**src/rtl/debug_sequencer.sv**
```systemverilog
// Debug sequencer: takes UART command bytes to load instruction memory, run or step the
// pipeline, and stream back N_DUMP debug words as bytes, LSB first.
module debug_sequencer #(
    parameter int                 NB_DATA   = 32,
    parameter int                 NB_ADDR   = 8,
    parameter int                 NB_SEL    = 5,
    parameter int                 N_DUMP    = 32,
    parameter logic [NB_DATA-1:0] HALT_WORD = 32'hFFFF_FFFF
) (
    input  logic               clk,
    input  logic               i_rst,
    input  logic [7:0]         i_rx_data,
    input  logic               i_rx_done,
    input  logic               i_tx_done,
    input  logic               i_end,
    input  logic [NB_DATA-1:0] i_dump_word,
    output logic [NB_DATA-1:0] o_instruction,
    output logic [NB_ADDR-1:0] o_instr_addr,
    output logic               o_we,
    output logic               o_pipe_rst,
    output logic               o_run,
    output logic [NB_SEL-1:0]  o_dump_sel,
    output logic               o_tx_start,
    output logic [7:0]         o_tx_data,
    output logic               o_busy
);

    localparam logic [2:0] S_IDLE      = 3'd0;
    localparam logic [2:0] S_LOAD      = 3'd1;
    localparam logic [2:0] S_WRITE     = 3'd2;
    localparam logic [2:0] S_RUN       = 3'd3;
    localparam logic [2:0] S_STEP      = 3'd4;
    localparam logic [2:0] S_DUMP_SEL  = 3'd5;
    localparam logic [2:0] S_DUMP_TX   = 3'd6;
    localparam logic [2:0] S_DUMP_WAIT = 3'd7;

    localparam logic [7:0] CMD_LOAD = 8'h4C;
    localparam logic [7:0] CMD_CONT = 8'h43;
    localparam logic [7:0] CMD_STEP = 8'h53;
    localparam logic [7:0] CMD_DUMP = 8'h44;

    localparam logic [NB_ADDR-1:0] ADDR_MAX = '1;
    localparam logic [NB_SEL-1:0]  SEL_LAST = NB_SEL'(N_DUMP - 1);

    logic [2:0]         state_q, state_d;
    logic [NB_DATA-1:0] word_q, word_d;
    logic [NB_ADDR-1:0] addr_q, addr_d;
    logic [1:0]         byte_cnt_q, byte_cnt_d;
    logic               pipe_rst_q, pipe_rst_d;
    logic               ended_q, ended_d;
    logic [NB_SEL-1:0]  sel_q, sel_d;
    logic               sel_wait_q, sel_wait_d;
    logic [NB_DATA-1:0] cap_q, cap_d;
    logic [7:0]         tx_data_q, tx_data_d;
    logic [1:0]         byte_next;

    function automatic logic [7:0] byte_of(input logic [NB_DATA-1:0] w, input logic [1:0] idx);
        case (idx)
            2'd0:    return w[7:0];
            2'd1:    return w[15:8];
            2'd2:    return w[23:16];
            default: return w[31:24];
        endcase
    endfunction

    assign byte_next = byte_cnt_q + 2'd1;

    always_comb begin
        state_d    = state_q;
        word_d     = word_q;
        addr_d     = addr_q;
        byte_cnt_d = byte_cnt_q;
        pipe_rst_d = pipe_rst_q;
        ended_d    = ended_q;
        sel_d      = sel_q;
        sel_wait_d = sel_wait_q;
        cap_d      = cap_q;
        tx_data_d  = tx_data_q;

        case (state_q)
            S_IDLE: begin
                if (i_rx_done) begin
                    case (i_rx_data)
                        CMD_LOAD: begin
                            addr_d     = '0;
                            byte_cnt_d = '0;
                            pipe_rst_d = 1'b1;
                            ended_d    = 1'b0;
                            state_d    = S_LOAD;
                        end
                        CMD_CONT: begin
                            pipe_rst_d = 1'b0;
                            if (ended_q) begin
                                sel_d      = '0;
                                sel_wait_d = 1'b1;
                                byte_cnt_d = '0;
                                state_d    = S_DUMP_SEL;
                            end else begin
                                state_d = S_RUN;
                            end
                        end
                        CMD_STEP: begin
                            pipe_rst_d = 1'b0;
                            state_d    = S_STEP;
                        end
                        CMD_DUMP: begin
                            sel_d      = '0;
                            sel_wait_d = 1'b1;
                            byte_cnt_d = '0;
                            state_d    = S_DUMP_SEL;
                        end
                        default: ;
                    endcase
                end
            end
            S_LOAD: begin
                if (i_rx_done) begin
                    for (int b = 0; b < 4; b++) begin
                        if (byte_cnt_q == 2'(b)) word_d[8*b +: 8] = i_rx_data;
                    end
                    byte_cnt_d = byte_next;
                    if (byte_cnt_q == 2'd3) state_d = S_WRITE;
                end
            end
            S_WRITE: begin
                byte_cnt_d = '0;
                // Stop at the halt word or the top of memory; the address never wraps.
                if (word_q == HALT_WORD || addr_q == ADDR_MAX) begin
                    state_d = S_IDLE;
                end else begin
                    addr_d  = addr_q + 1'b1;
                    state_d = S_LOAD;
                end
            end
            S_RUN: begin
                if (i_end) begin
                    ended_d    = 1'b1;
                    sel_d      = '0;
                    sel_wait_d = 1'b1;
                    byte_cnt_d = '0;
                    state_d    = S_DUMP_SEL;
                end
            end
            S_STEP: begin
                if (i_end) ended_d = 1'b1;
                sel_d      = '0;
                sel_wait_d = 1'b1;
                byte_cnt_d = '0;
                state_d    = S_DUMP_SEL;
            end
            S_DUMP_SEL: begin
                // Debug read data lags the select by a cycle, so capture on the second cycle.
                if (sel_wait_q) begin
                    sel_wait_d = 1'b0;
                end else begin
                    cap_d     = i_dump_word;
                    tx_data_d = byte_of(i_dump_word, 2'd0);
                    state_d   = S_DUMP_TX;
                end
            end
            S_DUMP_TX: begin
                state_d = S_DUMP_WAIT;
            end
            S_DUMP_WAIT: begin
                if (i_tx_done) begin
                    if (byte_cnt_q == 2'd3) begin
                        byte_cnt_d = '0;
                        if (sel_q == SEL_LAST) begin
                            state_d = S_IDLE;
                        end else begin
                            sel_d      = sel_q + 1'b1;
                            sel_wait_d = 1'b1;
                            state_d    = S_DUMP_SEL;
                        end
                    end else begin
                        byte_cnt_d = byte_next;
                        tx_data_d  = byte_of(cap_q, byte_next);
                        state_d    = S_DUMP_TX;
                    end
                end
            end
            default: state_d = S_IDLE;
        endcase
    end

    always_ff @(posedge clk or posedge i_rst) begin
        if (i_rst) begin
            state_q    <= S_IDLE;
            word_q     <= '0;
            addr_q     <= '0;
            byte_cnt_q <= '0;
            pipe_rst_q <= 1'b1;
            ended_q    <= 1'b0;
            sel_q      <= '0;
            sel_wait_q <= 1'b0;
            cap_q      <= '0;
            tx_data_q  <= '0;
        end else begin
            state_q    <= state_d;
            word_q     <= word_d;
            addr_q     <= addr_d;
            byte_cnt_q <= byte_cnt_d;
            pipe_rst_q <= pipe_rst_d;
            ended_q    <= ended_d;
            sel_q      <= sel_d;
            sel_wait_q <= sel_wait_d;
            cap_q      <= cap_d;
            tx_data_q  <= tx_data_d;
        end
    end

    assign o_instruction = word_q;
    assign o_instr_addr  = addr_q;
    assign o_we          = (state_q == S_WRITE);
    assign o_pipe_rst    = pipe_rst_q;
    // A step after the program has ended only dumps; the pipeline is not advanced.
    assign o_run         = (state_q == S_RUN) || (state_q == S_STEP && !ended_q);
    assign o_dump_sel    = sel_q;
    assign o_tx_start    = (state_q == S_DUMP_TX);
    assign o_tx_data     = tx_data_q;
    assign o_busy        = (state_q != S_IDLE);

endmodule

```
**config.mk**
```make
export PLATFORM = sky130hd
export DESIGN_NAME = debug_sequencer
export DESIGN_NICKNAME = d
export VERILOG_FILES = /design/src/rtl/debug_sequencer.sv
export SDC_FILE = /design/constraint.sdc
export NUM_CORES = 1
export LEC_CHECK = 0
export CORE_ASPECT_RATIO = 1.75
export CORE_MARGIN = 8
export CORE_UTILIZATION = 50
export CTS_BUF_LIST = sky130_fd_sc_hd__clkbuf_16
export DETAILED_ROUTE_END_ITERATION = 8
export GPL_ROUTABILITY_DRIVEN = 0
export PLACE_DENSITY = 0.76
export SYNTH_ARGS = -nofsm -noshare
export SYNTH_HDL_FRONTEND = slang
export SYNTH_SLANG_ARGS = --single-unit
```
**constraint.sdc**
```tcl
create_clock -name clk -period 5.93 [get_ports clk]
set_input_delay 1.4825 -clock clk [delete_from_list [all_inputs] [get_ports clk]]
set_output_delay 1.4825 -clock clk [all_outputs]
set_load 0.01 [all_outputs]
```
==> results of run 1 <==
## layer usage
layer | vias to the layer above | routed length (um) | global-route usage
li1 | 1643 | - | -
met3 | 13 | 596 | 0.0446
met4 | 0 | 177 | 0.0717
met5 | - | 0 | 0
met1 | 1754 | 4450 | 0.203
met2 | 98 | 6390 | 0.349
## final cells by class
class | instances | area [um2]
clock inverters | 7 | 81.3
multi-input cells | 269 | 2190
repair buffers | 104 | 1040
well taps | 120 | 150
inverters | 11 | 42.5
clock buffers | 9 | 225
fillers | 725 | 2980
flip-flops and latches | 93 | 2330
## registers in the layout, indices dropped and copies added (netlist names), 2 cells and up
register       flops
o_dump_sel         5
o_instr_addr       8
o_instruction     32
state_q            3
o_tx_data          8
byte_cnt_q         2
cap_q             32
## power by group through the flow
stage          sequential [uW]  combinational (uW)  clock (uW)
3_3_place_gp               906                 632           0
5_1_grt                    921                 709         618
4_1_cts                    902                 651         595
6_report                   903                 643         583
2_1_floorplan              865                 459           0
3_5_place_dp               911                 650           0
## Yosys cell counts (6+ instances only)
master,count
sky130_fd_sc_hd__inv_1,11
sky130_fd_sc_hd__dfrtp_1,92
sky130_fd_sc_hd__o21ai_0,21
sky130_fd_sc_hd__buf_2,7
sky130_fd_sc_hd__nand3_1,6
sky130_fd_sc_hd__and3_1,7
sky130_fd_sc_hd__nand2b_1,9
sky130_fd_sc_hd__clkbuf_1,10
sky130_fd_sc_hd__a21oi_1,6
sky130_fd_sc_hd__nor2_1,8
sky130_fd_sc_hd__a222oi_1,8
sky130_fd_sc_hd__mux2_2,68
sky130_fd_sc_hd__nand4_1,11
sky130_fd_sc_hd__mux2i_1,17
sky130_fd_sc_hd__nand2_1,45
sky130_fd_sc_hd__ha_1,9
## through the flow
step	instance area, um2	power, uW	setup slack, ns	utilization	hold slack [ns]
after floorplan	4630	1320	2.03	-	0.476
after global placement	5750	1540	2.24	0.636	0.466
after detailed placement	5750	1560	2.15	0.636	0.469
after CTS	6060	2150	2.08	0.670	0.479
after global routing	6060	2250	1.98	0.670	0.500
final	6060	2130	2.09	0.670	0.478
## worst register-to-register path: cells and delay by family (launching register included)
kind	cells	cell delay, ns
AOI/OAI and AO/OA	2	1.10
buffers and inverters	1	0.26
DFF	1	0.87
and+or+nand+nor	2	0.37
## cell families after synthesis
group                      Yosys count
AOI/OAI and AO/OA                   67
adders and majority gates            9
buffers and inverters               29
and+or+nand+nor                    108
DFF                                 93
muxes                               85
## worst min-delay path by stage
stage,from,to,cells past startpoint
after CTS,o_pipe_rst,o_pipe_rst,2
after floorplan,o_pipe_rst,o_pipe_rst,2
final,o_pipe_rst,o_pipe_rst,2
after detailed placement,o_pipe_rst,o_pipe_rst,2
after global routing,o_pipe_rst,o_pipe_rst,2
after global placement,o_pipe_rst,o_pipe_rst,2
==> results by stage, run 1 <==
Power:
- The part of the power in registers is 0.424.
- The switching share of total power is 0.325.
- The part of the total power dissipated in combinational logic is 0.302.
- The maximum vdd drop is 0.244 mV.
- The clock network power share is 0.274.
- The power per cell area is 352 mW/mm2.
- The static leakage is 0.00265 uW.
- Internal power comes to 1440 uW.
- The analysis attributes to net switching a power of 692 uW.

Cells and area:
- For this run, the post-layout net count is 542.
- The relative area change from synthesis to final layout is 30.7%.
- Leaving out filler cells and counting taps, the final layout contains 613.
- The diode insertion count for antenna repair is 0.
- Of the cells placed in the final design, the portion with a size suffix greater than 1 is 0.209.
- The library cells used most frequently in the layout, excluding fill and tap cells, are sky130_fd_sc_hd__clkdlybuf4s50_1 (102), sky130_fd_sc_hd__dfrtp_1 (92), sky130_fd_sc_hd__mux2_2 (68).
- Leaving out fill and tap cells, the most frequent cell in the layout is sky130_fd_sc_hd__clkdlybuf4s50_1.

Drt:
- The count of antenna-violating nets left after detailed routing is 0.
- The length of the first detailed-routing pass in iterations is 5.
- The detailed-route via count is 3,508.
- In the routed design, unresolved DRC markers number 0.
- The average vias per placed instance is 5.72.
- The detail-routed net length per standard cell is 19.0 um.
- The wire length after detailed routing is 11,600 um.
- The number of design-rule violations left by the first detailed-router iteration is 193.

Logic synthesis:
- The number of nets handed over by synthesis was 445.
- The biggest area contributor in the post-synthesis netlist is sky130_fd_sc_hd__dfrtp_1.
- The portion of netlist area occupied by mux cells is 0.202.
- For this run, asynchronously set or reset flops after synthesis account for 1.00.
- The cell area that synthesis handed to floorplanning was 0.00463 mm2.
- The portion of the post-synthesis area used by sequential elements is 0.503.
- The adder and majority gate portion of the synthesized area is 0.0243.
- After synthesis, the largest family of logic cells by area is multiplexers.
- Of the total synthesized cell area, the portion taken by AND, OR, NAND and NOR gates is 0.124.
- Averaged over all synthesized cells, the footprint is 11.8 um2.
- In the synthesized netlist the dominant register cell turns out to be sky130_fd_sc_hd__dfrtp_1.
- Counting flops and latches in the post-synthesis netlist gives 93.
- The number of instances in the synthesized netlist is 391.
- Of the total synthesized cell area, the portion taken by XOR and XNOR cells is 0.
- The share of the synthesized area in compound gates (AO/OA/AOI/OAI) is 0.122.
- Of the post-synthesis cell area, the dominant cell type holds 0.497.
- Ranked by total cell area, the synthesized netlist is headed by sky130_fd_sc_hd__dfrtp_1 (50%), sky130_fd_sc_hd__mux2_2 (17%), sky130_fd_sc_hd__mux2i_1 (3.7%).
- The distinct cell type count of the synthesized netlist is 56.
- Yosys printed 0 warnings.
- Counting flops with a built-in enable in the synthesized netlist gives 0.

Die:
- The initial utilization of the core area, before any placement, comes to 0.513.
- The die boundary width is 88.8 um.
- The number of top-level pins is 103.
- The floorplan step defined a core boundary enclosing 0.00904 mm2.
- The die height is 143 um.
- After floorplanning, the core was divided into 46 placement rows.
- The full die area is 0.0127 mm2.

Clock network:
- Hold repair after CTS inserted 0 buffers.
- Counting every sink on the clock net gives 93.
- The longest clock path from root to sink contains 2 buffers.
- Once the clock tree was built, the resizer swapped 0 gates to a different size.
- Clock latency on the worst-skew pair, taken at its later pin, is 0.34 ns.
- The buffer cell driving the clock tree root is sky130_fd_sc_hd__clkbuf_16.
- The clock input transition at the sequential cells of the worst setup and hold paths is 0.07 ns.
- The clock buffer count from CTS is 9.
- The H-tree was split into 3 levels.
- Once the clock tree was built, the setup fixing pass inserted 0 buffers.
- The CTS tree is yes.

Critical path:
- The launching element of the worst setup path is state_q[1].
- The end point of the critical path is o_busy.
- Traced cell by cell, the critical path runs through nor3_2 -> inv_1 -> clkdlybuf4s50_1.
- The peak fanout along the critical path is 20.
- The cell depth of the worst flop-to-flop path is 5.
- The buffer and inverter count on the worst path is 2.
- The count of cell instances traversed by the critical path is 3.
- The slowest library cell on the worst path is sky130_fd_sc_hd__dfrtp_1.
- The critical path's largest stage delay is 0.68 ns.
- The terminus of the critical flop-to-flop path is o_tx_data[4].
- The startpoint type of the worst setup path is a flop.
- The arrival time at the worst endpoint is 2.36 ns.
- The minimum setup slack among reg-to-reg paths is 3.17 ns.
- The data required time at the worst endpoint is 4.45 ns.
- The critical path is of the reg2out type.
- The family of cells with the greatest summed delay on the critical path is buffers and inverters.
- The worst setup path is captured at a primary output.
- The worst register-to-register path begins at state_q[1].

Timing:
- The max-slew violation count is 0.
- The aggregate negative setup slack is 0 ns.
- Dividing the final minimum period by the clock period gives 0.648.
- For the final database, setup skew stands at 0.00616 ns.
- The final number of setup-violating endpoints is 0.
- The remaining max-slew budget at the tightest pin is 0.285.
- The number of hold violations in the final report is 0.
- At the pin with the least slew margin, the transition time is 1.07 ns.
- Setup repair after global routing left no endpoint under its margin.
- The maximum operating frequency is 260 MHz.
- The final critical-path required period is 3.84 ns.

Outcome:
- The run finished with clean final reports.

Placed design:
- The placed wire-length estimate is 8770 um.
- In this run, placement finished with an instance count of 597.
- Buffers placed on the I/O ports in this run total 102.

Hold path:
- The kind of path behind the tightest hold check is reg2reg.

GRT:
- The number of antenna violations at the first check in global routing was 0.
- For this run the aggregate overflow at the end of global routing stands at 0.
- Entering global routing, the biggest net connects 53 pins.
- The number of global-route vias before repair is 3,716.
- The global-route usage over all layers is 0.192.
- The wire length of the first global-routing pass is 18,800 um.

Run:
- Across the run, the number of max-cap violations was 0.
Note: power is estimated with default switching activity, not from simulation.
==> inputs of run 2 (changes only) <==
==> constraint.sdc (replaced) <==
create_clock -name clk -period 4 [get_ports clk]
set_input_delay 1 -clock clk [delete_from_list [all_inputs] [get_ports clk]]
set_output_delay 1 -clock clk [all_outputs]
set_load 0.01 [all_outputs]
==> run 2 against run 1 <==
Compared with the run above: sequential share of layout area down 0.18 points; count of clock-buffer cells in the layout is the same; sequential power increased by 48%; critical path depth stayed put; clock power rose by 52%; global-route usage increased by 0.21 points; final area increased by 0.48%; wire length about the same; setup slack worse by 1.4 ns; first-iteration DRC count is 13% lower; via count rose by 0.66%; critical path type unchanged; critical endpoint is now o_run.
==> results by stage, run 2 (synthesis gave the netlist of run 1 again) <==
Outcome:
- Status: finished clean (unchanged).

Placed design:
- The total of buffers placed on input and output ports is 102 (unchanged).
- The placed wire-length estimate is 8670 um (was 8770 um).
- The pre-CTS setup slack came to 0.718 ns (was 2.15 ns).

Timing:
- The number of hold violations in the final report came to 0 (unchanged).
- Setup repair after global routing missed its margin: no (unchanged).
- The worst path setup slack after routing is 0.673 ns (was 2.09 ns).
- The worst setup skew after layout is 0.00846 ns (was 0.00616 ns).
- Of the available clock period, the critical path in the final layout requires 0.832.
- The max-slew violation count is 0 (unchanged).
- The maximum operating frequency is 301 MHz.
- The final critical-path required period is 3.33 ns.
- The final number of setup-violating endpoints is 0 (unchanged).
- The slew at the pin closest to its max-slew limit was 0.813 ns (was 1.07 ns).
- The remaining max-slew budget at the tightest pin is 0.458 (was 0.285).
- The aggregate negative setup slack is 0 ns (unchanged).

Clock network:
- The buffers inserted during post-CTS setup optimization is 0 (unchanged).
- The clock buffer count from CTS came to 9 (unchanged).
- The buffer cell driving the clock tree root was sky130_fd_sc_hd__clkbuf_16 (unchanged).
- The number of instances resized during post-cts repair is 0 (unchanged).
- The clock input transition at the sequential cells of the worst setup and hold paths is 0.07 ns (about the same).
- The clock insertion delay at the later pin of the skew report is 0.35 ns (was 0.34 ns).
- The largest buffer count on any clock path is 2 (unchanged).
- The CTS tree is yes (unchanged).
- The number of hold buffers added after CTS came to 0 (unchanged).
- The level count of the clock H-tree came to 3 (unchanged).
- The number of clock sinks seen by CTS is 93 (unchanged).

Critical path:
- The cell depth of the worst flop-to-flop path is 5 (unchanged).
- Cell Chain, Critical Path: nand2b_1 -> o32ai_1 -> clkdlybuf4s50_1 (was nor3_2 -> inv_1 -> clkdlybuf4s50_1).
- The buffer and inverter count on the worst path came to 1 (was 2).
- The critical path's largest stage delay came to 0.68 ns (about the same).
- The family of cells with the greatest summed delay on the critical path was flip-flops (was buffers and inverters).
- The endpoint kind of the worst setup timing path is a primary output (unchanged).
- The peak fanout along the critical path is 20 (unchanged).
- The type of the worst setup path is reg2out (unchanged).
- The startpoint type of the worst setup path is a flop (unchanged).
- The arrival time at the worst endpoint is 2.33 ns (was 2.36 ns).
- The slowest library cell on the worst path is sky130_fd_sc_hd__dfrtp_1 (unchanged).
- The count of cell instances traversed by the critical path is 3 (unchanged).
- The data required time at the worst endpoint is 3.00 ns (was 4.45 ns).

Power:
- The net switching component of the power was 1050 uW (was 692 uW).
- The static leakage is 0.00267 uW (was 0.00265 uW).
- The switching share of total power is 0.328 (was 0.325).
- The clock network power share was 0.277 (was 0.274).
- The maximum vdd drop is 0.407 mV (was 0.244 mV).
- The part of the power in registers was 0.420 (was 0.424).
- The power per cell area is 524 mW/mm2 (was 352 mW/mm2).
- The part of the total power dissipated in combinational logic was 0.303 (was 0.302).
- The internal power consumption is 2140 uW (was 1440 uW).

Die:
- The initial core utilization came to 0.513 (unchanged).
- The die height was 143 um (unchanged).
- The full die area came to 0.0127 mm2 (unchanged).
- The die boundary width is 88.8 um (unchanged).
- The number of top-level pins is 103 (unchanged).
- The area inside the core boundary is 0.00904 mm2 (unchanged).
- The number of rows in the core area is 46 (unchanged).

Drt:
- The wire length after detailed routing is 11,600 um (about the same).
- The length of the first detailed-routing pass in iterations was 5 (unchanged).
- The post-detailed-route DRC marker count is 0 (unchanged).
- The count of antenna-violating nets left after detailed routing is 0 (unchanged).
- The number of design-rule violations left by the first detailed-router iteration came to 168 (was 193).
- The detail-routed net length per standard cell is 18.9 um (was 19.0 um).
- The average vias per placed instance is 5.74 (was 5.72).
- The detailed-route via count came to 3,531 (was 3,508).

GRT:
- The wire length of the first global-routing pass was 18,900 um (was 18,800 um).
- The number of antenna violations at the first check in global routing is 0 (unchanged).
- The number of global-route vias before repair is 3,801 (was 3,716).
- The largest net degree at the start of global routing is 52 (was 53).
- The final global-route overflow total is 0 (unchanged).
- The global-route usage over all layers came to 0.194 (was 0.192).

Cells and area:
- The relative area change from synthesis to final layout is 31.4% (was 30.7%).
- Most used cells in the layout excluding fill and tap cells: sky130_fd_sc_hd__clkdlybuf4s50_1 (102), sky130_fd_sc_hd__dfrtp_1 (92), sky130_fd_sc_hd__mux2_2 (68) (unchanged).
- The most frequent standard cell in the layout excluding fill and tap cells is sky130_fd_sc_hd__clkdlybuf4s50_1 (unchanged).
- The share of post-route cells with drive strength above 1 is 0.212 (was 0.209).
- The diode insertion count for antenna repair is 0 (unchanged).
- The number of nets at the end of the flow is 544 (was 542).

Run:
- The max-capacitance violation count is 0 (unchanged).

Hold path:
- The number of instances on the worst hold path was 2 (unchanged).
- The kind of path behind the tightest hold check is reg2reg (unchanged).
## run 2: cell count changes in the layout (fill, tap and decap cells not counted), sizes merged
cell      change
buf           +2
clkinvlp      -1
inv           +1
## run 2: worst reg2reg max path, delay by kind of cell (launching register included)
kind / cells / cell delay, ns
DFF: 1 / 0.68
buffers and inverters: 1 / 0.20
and+or+nand+nor: 3 / 0.95
AOI/OAI and AO/OA: 1 / 0.41
## run 2: path summary, 6_finish.rpt
kind / from / end / slack (ns)
max in group asynchronous: i_rst / o_pipe_rst / 2.16
worst max-delay path: state_q[1] / o_run / 0.67
worst max register to register: state_q[1] / ended_q / 1.64
worst min-delay path: o_pipe_rst / o_pipe_rst / 0.48
min in group asynchronous: i_rst / cap_q[11] / 1.08
worst min register to register: o_pipe_rst / o_pipe_rst / 0.48
## run 2: stage by stage
step                instances   util  power, uW  cell area, um2  hold WS [ns]
detailed placement        599  0.639       2330            5780         0.472
finish                    615  0.673       3190            6090         0.476
CTS                       615  0.673       3220            6090         0.480
global placement          599  0.639       2290            5780         0.465
floorplan                 391      -       1960            4630         0.476
global route              615  0.673       3360            6090         0.498
## run 2: layer usage
layer	vias to the layer above	share of wire	track usage
met5	-	0	0
li1	1650	-	-
met1	1767	0.38	0.202
met4	0	0.020	0.0843
met2	95	0.55	0.354
met3	19	0.051	0.0423
## run 2: power groups by stage
stage	Sequential, uW	Clock (uW)	Combinational, uW
after floorplan	1280	0	680
after global placement	1340	0	947
after detailed placement	1350	0	978
after CTS	1340	898	981
after global routing	1370	922	1070
final	1340	884	965
## run 2: final cells by class
class	instances	area [um2]
fill	719	2950
clock buffer	9	225
inverter	11	42.5
timing repair buffer	106	1060
clock inverter	7	82.6
sequential	93	2330
multi-input combinational	269	2190
tap	120	150
==> edit, RTL diff (settings of run 2) <==
Change the parameter `HALT_WORD` from 32'hFFFF_FFFF to 32'hBFFFFFFF.
--- a/src/rtl/debug_sequencer.sv
+++ b/src/rtl/debug_sequencer.sv
@@ -5,7 +5,7 @@
     parameter int                 NB_ADDR   = 8,
     parameter int                 NB_SEL    = 5,
     parameter int                 N_DUMP    = 32,
-    parameter logic [NB_DATA-1:0] HALT_WORD = 32'hFFFF_FFFF
+    parameter logic [NB_DATA-1:0] HALT_WORD = 32'hBFFFFFFF
 ) (
     input  logic               clk,
     input  logic               i_rst,
Check against the original RTL: not equivalent (Yosys sat finds a counterexample within 10 cycles, from zero or initial values and one cycle with i_rst high).
==> edit against run 2 <==
  * Area after synthesis down 3.7%
  * Final cell count down 2.8%
  * Setup slack better by 0.24 ns
  * Power up 0.90%
  * Hold slack better by 0.018 ns
  * Core utilization up 0.75 points
  * Die area down 3.2%
  * Synthesized cell count down 4.1%
  * Sequential cell count unchanged
  * Critical path depth unchanged
  * Fmax up 7.7%
  * Routed wire length down 7.5%
  * Final area down 3.0%
  * Critical endpoint is now o_tx_start
==> edit: results (changes against run 2) <==
sta:
  slew_headroom_pct: 19.44  # -26 points
  skew_ns: 0.005531  # -0.002926 ns
  hold_ws_ns: 0.4941  # +0.01775 ns
place:
  portBuffers: 102  # unchanged
  dpl.hpwl_um: 8367  # -3.5%
  dp.cells: 583  # -2.7%
synthesis:
  ys_types: 57  # +1.8%
  async_reset_ff_share_pct: 100.0  # unchanged
  synth_common_cells: "dfrtp_1, mux2_2, nand2_1"
  yosysWarnings: 0  # unchanged
  synthFlopType: "dfrtp_1"
  syn_nets: 429  # -3.6%
  syn_area_per_cell_um2: 11.90  # +0.41%
  synth_area_leaders: "dfrtp_1, mux2_2, nand2_1, mux2i_1, o21ai_0"
  yosysSeqAreaShare_pct: 52.19  # +1.9 points
critical_path:
  ff2ff_path_depth: 6  # +1
  path_max_fanout: 16  # -20%
  ff2ff_setup_slack_ns: 1.20  # -0.44 ns
  crit_path_start: "state_q[1]"
  rr_startpoint: "state_q[0]"
  r2r-end: "o_tx_data[4]"
  critical_path_arrival_ns: 2.09  # -0.24 ns
min_path:
  hp-class: "reg -> reg"
  holdPathStages: 2  # unchanged
  holdPathEnd: "o_tx_data[1]"
  hp-start: "o_tx_data[1]"
clocking:
  post_cts_buffers: 0  # unchanged
  cts-htree-levels: 3  # unchanged
  clock_latency_ns: 0.34
  ctsLongestPathBuffers: 2  # unchanged
  clk_pin_slew_ns: 0.06
  cts_buffers: 9  # unchanged
  cts-resized-gates: 0  # unchanged
  cts_root_buf: "clkbuf_16"
outcome:
  status: "finished clean"
power:
  leakage_nw: 2.556  # -4.3%
  irDropWorstVdd_mv: 0.4186  # +2.7%
global_route:
  grt_pass1_wl_um: 17530  # -7.1%
  grt_max_degree: 50  # -3.8%
  first_global_vias: 3536  # -7.0%
  grtUsageTotal_pct: 18.05  # -1.3 points
  antenna_found_initial: 0  # unchanged
routing:
  totalWireLength_um: 10740  # -7.5%
  drt-pass1-iter-count: 4  # -1
  via_per_inst: 5.570  # -3.0%
  drt-wirelength-per-cell_um: 17.96  # -4.9%
  detail_route.iter0.violations: 121  # -28%
final_layout:
  nets: 531  # -2.4%
  drive_gt1_share_pct: 20.79  # -0.42 points
  diodes: 0  # unchanged
## edit: layer usage
layer | global-route usage, % | up-vias | share of wire [%]
met5 | 0 | - | 0
met4 | 7.208 | 0 | 1.8
met3 | 3.551 | 12 | 5.2
met2 | 31.78 | 106 | 53
met1 | 20.44 | 1629 | 40
li1 | - | 1584 | -
## edit: critical path, stage by stage, from the launching register on
cell	delay [ns]
dfrtp_1	0.68
nand2_1	0.25
nor2_1	0.24
clkdlybuf4s50_1	0.58
## edit: worst max-delay path by stage
stage,end,slack (ns),depth (start not counted)
2_1_floorplan,byte_cnt_q[0],0.58,1
5_1_grt,o_tx_start,0.81,3
4_1_cts,o_tx_start,0.90,3
3_3_place_gp,state_q[1],1.07,6
6_report,o_tx_start,0.91,3
3_5_place_dp,state_q[1],0.96,6
## edit: per-stage QoR
step	power, mW	instance area [µm²]	setup slack, ns
after floorplan	2.003	4462	0.5813
after global placement	2.323	5592	1.066
after detailed placement	2.357	5592	0.9638
after CTS	3.250	5904	0.8969
after global routing	3.401	5904	0.8058
final	3.218	5904	0.9102
## edit: power breakdown
part	internal [mW]	total [mW]	leakage (nW)	switching (mW)
logic	0.505	0.954	1.26	0.449
registers	1.18	1.38	1.15	0.196
clock network	0.544	0.888	0.146	0.344
## edit: cells by family (layout without fill, tap and decap cells)
family | after synthesis | in the layout | synth area share, %
compound gates | 66 | 66 | 10.10
xor+xnor | 2 | 2 | 0.3927
fa+ha+maj | 9 | 9 | 2.524
buf+inv | 21 | 127 | 2.159
flops | 93 | 93 | 52.19
mux | 79 | 79 | 19.49
simple gates | 105 | 105 | 13.15
## edit: area by class of cell
type                    instances  area, µm²
flip-flops and latches         93       2328
repair buffers                104       1049
multi-input cells             261       2037
inverters                       8      31.28
clock buffers                   9      225.2
fillers                       693       2766
well taps                     117      146.4
clock inverters                 6      87.58
